[src/rtl/alu_issue_ctrl_pkg.sv]
// Shared definitions for the ALU issue controller: ALU operator codes,
// move-port encoding, issue FSM states and the divide-by-zero result value.
package alu_issue_ctrl_pkg;

   // Operator codes understood by the ALU datapath
   typedef enum logic [3:0] {
      ALU_NOP = 4'd0,
      ALU_ADD = 4'd1,
      ALU_SUB = 4'd2,
      ALU_MUL = 4'd3,
      ALU_DIV = 4'd4,
      ALU_MOD = 4'd5,
      ALU_AND = 4'd6,
      ALU_OR  = 4'd7,
      ALU_XOR = 4'd8,
      ALU_SL  = 4'd9,
      ALU_SR  = 4'd10
   } alu_operator_e;

   // Which unit port a bus move targets
   typedef enum logic {
      ALU_PORT_A    = 1'b0,
      ALU_PORT_TRIG = 1'b1
   } alu_port_e;

   // Issue sequence: select the ALU, capture its registered output, hold it
   typedef enum logic [1:0] {
      IDLE    = 2'd0,
      ISSUE   = 2'd1,
      CAPTURE = 2'd2,
      RESULT  = 2'd3
   } alu_issue_state_e;

   // Wide enough for any supported datapath; users take the low DATA_W bits
   localparam logic [63:0] DIVZERO_RESULT = '1;

   // True for operators whose second operand is a divisor
   function automatic logic is_div_op(input alu_operator_e op);
      return (op == ALU_DIV) || (op == ALU_MOD);
   endfunction

endpackage

[src/rtl/alu_issue_ctrl.sv]
// ALU issue controller: turns operand/trigger bus moves into a one-cycle ALU
// select, captures the registered ALU output and holds it in a one-deep result
// buffer with a valid/ready handshake.
// Optional build macro: ALU_DIVZERO_TRAP_EN adds divz_o and suppresses the ALU
// select for DIV/MOD by zero, returning all-ones instead.
module alu_issue_ctrl
   import alu_issue_ctrl_pkg::*;
#(
   parameter int DATA_W = 32
)(
   input  logic                clk_i,
   input  logic                rst_ni,
   input  logic                wr_valid_i,
   output logic                wr_ready_o,
   input  logic                wr_port_i,
   input  alu_operator_e       wr_oper_i,
   input  logic [DATA_W-1:0]   wr_data_i,
   output logic                res_valid_o,
   input  logic                res_ready_i,
   output logic [DATA_W-1:0]   res_data_o,
   output logic                busy_o,
`ifdef ALU_DIVZERO_TRAP_EN
   output logic                divz_o,
`endif
   output logic                alu_sel_o,
   output alu_operator_e       alu_oper_o,
   output logic [DATA_W-1:0]   alu_a_o,
   output logic [DATA_W-1:0]   alu_b_o,
   input  logic [DATA_W-1:0]   alu_data_i
);

   alu_issue_state_e state_q, state_d;
   logic [DATA_W-1:0] reg_a, reg_b, res_data_q;
   alu_operator_e     reg_oper;
   logic              trig_ok, trig_accept, a_accept;

   // A trigger may start a new operation from IDLE, or from RESULT in the same
   // cycle the held result is consumed, giving back-to-back issue.
   assign trig_ok     = (state_q == IDLE) || ((state_q == RESULT) && res_ready_i);
   assign trig_accept = wr_valid_i && (wr_port_i == ALU_PORT_TRIG) && trig_ok;
   assign a_accept    = wr_valid_i && (wr_port_i == ALU_PORT_A) && (state_q != ISSUE);

   assign alu_a_o    = reg_a;
   assign alu_b_o    = reg_b;
   assign alu_oper_o = reg_oper;
   assign res_data_o = res_data_q;

`ifdef ALU_DIVZERO_TRAP_EN
   logic divz_q;

   // Remember whether the issued operation divides by zero; cleared on consume
   always_ff @(posedge clk_i) begin
      if (!rst_ni) begin
         divz_q <= 1'b0;
      end else if (trig_accept) begin
         divz_q <= is_div_op(wr_oper_i) && (wr_data_i == '0);
      end else if ((state_q == RESULT) && res_ready_i) begin
         divz_q <= 1'b0;
      end
   end

   assign divz_o = divz_q && (state_q == RESULT);
`endif

   // State register
   always_ff @(posedge clk_i) begin
      if (!rst_ni) begin
         state_q <= IDLE;
      end else begin
         state_q <= state_d;
      end
   end

   // Operand, operator and result registers
   always_ff @(posedge clk_i) begin
      if (!rst_ni) begin
         reg_a      <= '0;
         reg_b      <= '0;
         reg_oper   <= ALU_NOP;
         res_data_q <= '0;
      end else begin
         if (a_accept) begin
            reg_a <= wr_data_i;
         end
         if (trig_accept) begin
            reg_b    <= wr_data_i;
            reg_oper <= wr_oper_i;
         end
         if (state_q == CAPTURE) begin
`ifdef ALU_DIVZERO_TRAP_EN
            res_data_q <= divz_q ? DIVZERO_RESULT[DATA_W-1:0] : alu_data_i;
`else
            res_data_q <= alu_data_i;
`endif
         end
      end
   end

   // Next-state logic: fixed ISSUE -> CAPTURE -> RESULT walk, leave RESULT on consume
   always_comb begin
      state_d = state_q;
      unique case (state_q)
         IDLE:    if (trig_accept) state_d = ISSUE;
         ISSUE:   state_d = CAPTURE;
         CAPTURE: state_d = RESULT;
         RESULT:  if (res_ready_i) state_d = trig_accept ? ISSUE : IDLE;
         default: state_d = IDLE;
      endcase
   end

   // Output decode from the current state
   always_comb begin
      wr_ready_o  = (wr_port_i == ALU_PORT_TRIG) ? trig_ok : (state_q != ISSUE);
      busy_o      = (state_q == ISSUE) || (state_q == CAPTURE);
      res_valid_o = (state_q == RESULT);
`ifdef ALU_DIVZERO_TRAP_EN
      alu_sel_o   = (state_q == ISSUE) && !divz_q;
`else
      alu_sel_o   = (state_q == ISSUE);
`endif
   end

endmodule
[config.mk]
export PLATFORM = sky130hd
export DESIGN_NAME = alu_issue_ctrl
export DESIGN_NICKNAME = d
export VERILOG_FILES = /design/src/rtl/alu_issue_ctrl_pkg.sv /design/src/rtl/alu_issue_ctrl.sv
export SDC_FILE = /design/constraint.sdc
export NUM_CORES = 1
export LEC_CHECK = 0
export CAP_MARGIN = 20
export CORE_MARGIN = 10
export CORE_UTILIZATION = 30
export DETAILED_ROUTE_END_ITERATION = 12
export GPL_ROUTABILITY_DRIVEN = 0
export HOLD_SLACK_MARGIN = 0.05
export PLACE_DENSITY = 0.62
export SYNTH_ARGS = -nofsm -noshare
export SYNTH_HDL_FRONTEND = slang
export SYNTH_SLANG_ARGS = --single-unit
[constraint.sdc]
create_clock -name clk_i -period 4 [get_ports clk_i]
set_input_delay 0.8 -clock clk_i [delete_from_list [all_inputs] [get_ports clk_i]]
set_output_delay 0.8 -clock clk_i [all_outputs]
set_load 0.01 [all_outputs]
==> metrics.cfg <==
[global_route]
grt_pass1_vias = 3556
use_met3 = 0.06212
grt-ovfl-total = 0
antenna_found_initial = 0
grt_first_pass_wirelength_mm = 20.32
met2_usage = 0.2323
grtUsageMet1 = 0.1704
grt_max_degree = 75
top_usage_layer = met2
track_usage = 0.1452

[place]
dpl_cell_area_sq_um = 5683
dp_slack_ps = 964.9
hpwl_mm = 9.637
portBuffers = 176

[clocking]
cts_buffer_depth = 2
post_cts_resized = 0
cts.clk_slew.worst_paths_ps = 60
cts_sinks = 102
cts-root-buf = clkbuf_16
h-tree-depth = 3
tritoncts = yes
postCtsSetupRepairBufs = 0
cts_buffers = 9
insertion_delay_ps = 340
cts-hold-fix-buffers = 0

[synthesis]
synth_adder_area_share = 0.01656
synth_mux_area_frac = 0.08745
yosys.cell_types.count = 23
ys_seq_area_frac = 0.5406
ys_seq_elements = 102
yosys.area.top_type_share = 0.5406
yosys.area_share.simple = 0.1563
netlist_area_sq_um = 3777
synth_compound_area_frac = 0.1537
yosys-top-cells-area = dfxtp_1 54%, a21oi_1 9.1%, mux2i_1 8.7%, nand2_1 6.5%, nand3_1 4.8%
synth_top_family_by_area = simple AND/OR/NAND/NOR gates
syn_area_per_cell_sq_um = 8.785
synth_commonest_cells = 102 x dfxtp_1, 69 x a21oi_1, 65 x nand2_1, 36 x nand3_1
synthCells = 430
yosys.area.top_type = dfxtp_1
yosysMostFrequentCell = dfxtp_1
ys_warn_count = 0
syn_nets = 508
async_reset_ff_frac = 0
ys.flop_type = dfxtp_1
synth_edf_count = 0
synth-xor-area-share = 0

[die]
std_cell_rows = 40
die_w_microns = 132.2
ios = 177
die_area_sq_um = 17480
die_h_microns = 132.2
fp.coreArea_sq_um = 12160
start_util = 0.3106

[setup_path]
cpPeakStageDelay_ps = 630
cp-end-kind = output port
crit_arrival_ps = 2250
cp_common_cell = clkdlybuf4s50_1
cp-start-kind = input port
crit_family = buffers and inverters
cp_cell_sequence = clkdlybuf4s50_1 -> mux2i_1 -> clkdlybuf4s50_1
crit_required_ps = 3200
worstPathMaxFanout = 6
criticalPathCategory = in -> out
critPathSlowestCell = clkdlybuf4s50_1
crit_buf_inv = 2

[detailed_routing]
drtIter0Drc = 189
num_vias = 3568
vias_per_cell = 4.701
wl_per_cell_microns = 17.30
first_pass_iters = 4
drcViolationCount = 0
wirelength_mm = 13.13
antenna_left = 0

[pwr]
max-vdd-ir-drop_v = 0.0002488
finalPower_uw = 3210
p_leak_uw = 0.002058
power_density_nw_per_um2 = 538.8

[timing]
setup_viol = 0
worst_slew_pin_slew_ps = 1014
rsz0062_at_grt = no
setup_tns_ps = 0
setup_ws_ps = 947.0
fmax_mhz = 327.5
hold_violations = 0
finClkSkew_ps = 4.917
fin_crit_sh = 0.7633
fin_crit_ps = 3053
max_slew_margin = 0.3239
slew_violations = 0

[cells_and_area]
syn_to_final_growth_pct = 57.73
nFillCells = 1181
finish.instance_area_sq_um = 5958
diodes = 0
layout.nets = 666
drive_gt1_frac = 0.04061

[flow_run]
maxCapViolCount = 0

[hold_path]
hold_class = reg -> reg

[status]
status = complete, no violations

==> power by group <==
| part | leakage [uW] | internal [uW] | switching (uW) | total [uW] |
|---|---|---|---|---|
| clock network | 0.000138 | 465 | 355 | 820 |
| logic | 0.00109 | 539 | 624 | 1160 |
| registers | 0.000830 | 1150 | 73.0 | 1230 |
| total | 0.00206 | 2160 | 1050 | 3210 |
==> layout by cell type, fill, tap and decap left out <==
| master | n |
|---|---|
| inv_1 | 2 |
| ha_1 | 4 |
| o21ai_0 | 31 |
| mux2i_1 | 33 |
| o31ai_1 | 1 |
| clkinv_2 | 1 |
| buf_4 | 5 |
| nor3b_4 | 1 |
| a21oi_1 | 69 |
| nor2b_1 | 1 |
| and2_1 | 1 |
| o21ai_1 | 6 |
| or3b_1 | 2 |
| dfxtp_1 | 102 |
| a21boi_1 | 1 |
| clkbuf_16 | 9 |
| nand3_1 | 36 |
| clkdlybuf4s50_1 | 176 |
| o311a_1 | 1 |
| a21o_1 | 1 |
| inv_2 | 1 |
| ha_2 | 1 |
| a211o_1 | 1 |
| clkbuf_1 | 1 |
| buf_16 | 1 |
| a21oi_2 | 1 |
| clkbuf_8 | 3 |
| buf_12 | 1 |
| nand2_1 | 65 |
| nor2_1 | 33 |
==> stage by stage <==
stage	hold slack (ps)	utilization	std cells
6_report	453.8	0.4899	759
5_1_grt	474.7	0.4899	759
4_1_cts	456.7	0.4899	759
3_5_place_dp	447.8	0.4673	745
3_3_place_gp	441.7	0.4650	744
2_1_floorplan	480.5	-	430
==> layer usage <==
metal	up-vias	part of all wire
met2	110	0.47
met1	1677	0.43
li1	1766	-
met5	-	0
met3	15	0.080
met4	0	0.016
==> registers in the layout, indices dropped and copies added, names as in the netlist <==
register,count
alu_a_o,32
alu_b_o,32
alu_oper_o,4
res_data_o,32
state_q,2
==> worst min-delay path, stage by stage, from the launching register on <==
cell and delay (ps):
dfxtp_1 310, nand2_1 50, a21oi_1 50
==> kinds of logic (layout without fill, tap and decap cells) <==
| logic type | after synthesis | count (layout) |
|---|---|---|
| muxes | 33 | 33 |
| DFF | 102 | 102 |
| AOI/OAI and AO/OA | 112 | 112 |
| buffers and inverters | 39 | 200 |
| and+or+nand+nor | 139 | 139 |
| adders and majority gates | 5 | 5 |
==> path summary, 6_finish.rpt <==
path,from,to,slack [ps],cells after the start
max,wr_port_i,wr_ready_o,950,3
min,alu_a_o[11],alu_a_o[11],450,2
max reg2reg,state_q[0],alu_b_o[12],1920,6
min reg2reg,alu_a_o[11],alu_a_o[11],450,2
==> area by class of cell <==
cell class | count | area (sq um) | share of cell area
clock buffer | 13 | 270.3 | 0.04536
clock inverter | 1 | 5.005 | 0.0008400
inverter | 3 | 11.26 | 0.001890
multi-input combinational | 289 | 1573 | 0.2640
sequential | 102 | 2042 | 0.3427
tap | 168 | 210.2 | 0.03528
timing repair buffer | 183 | 1847 | 0.3100
(Power assumes the default switching activity.)
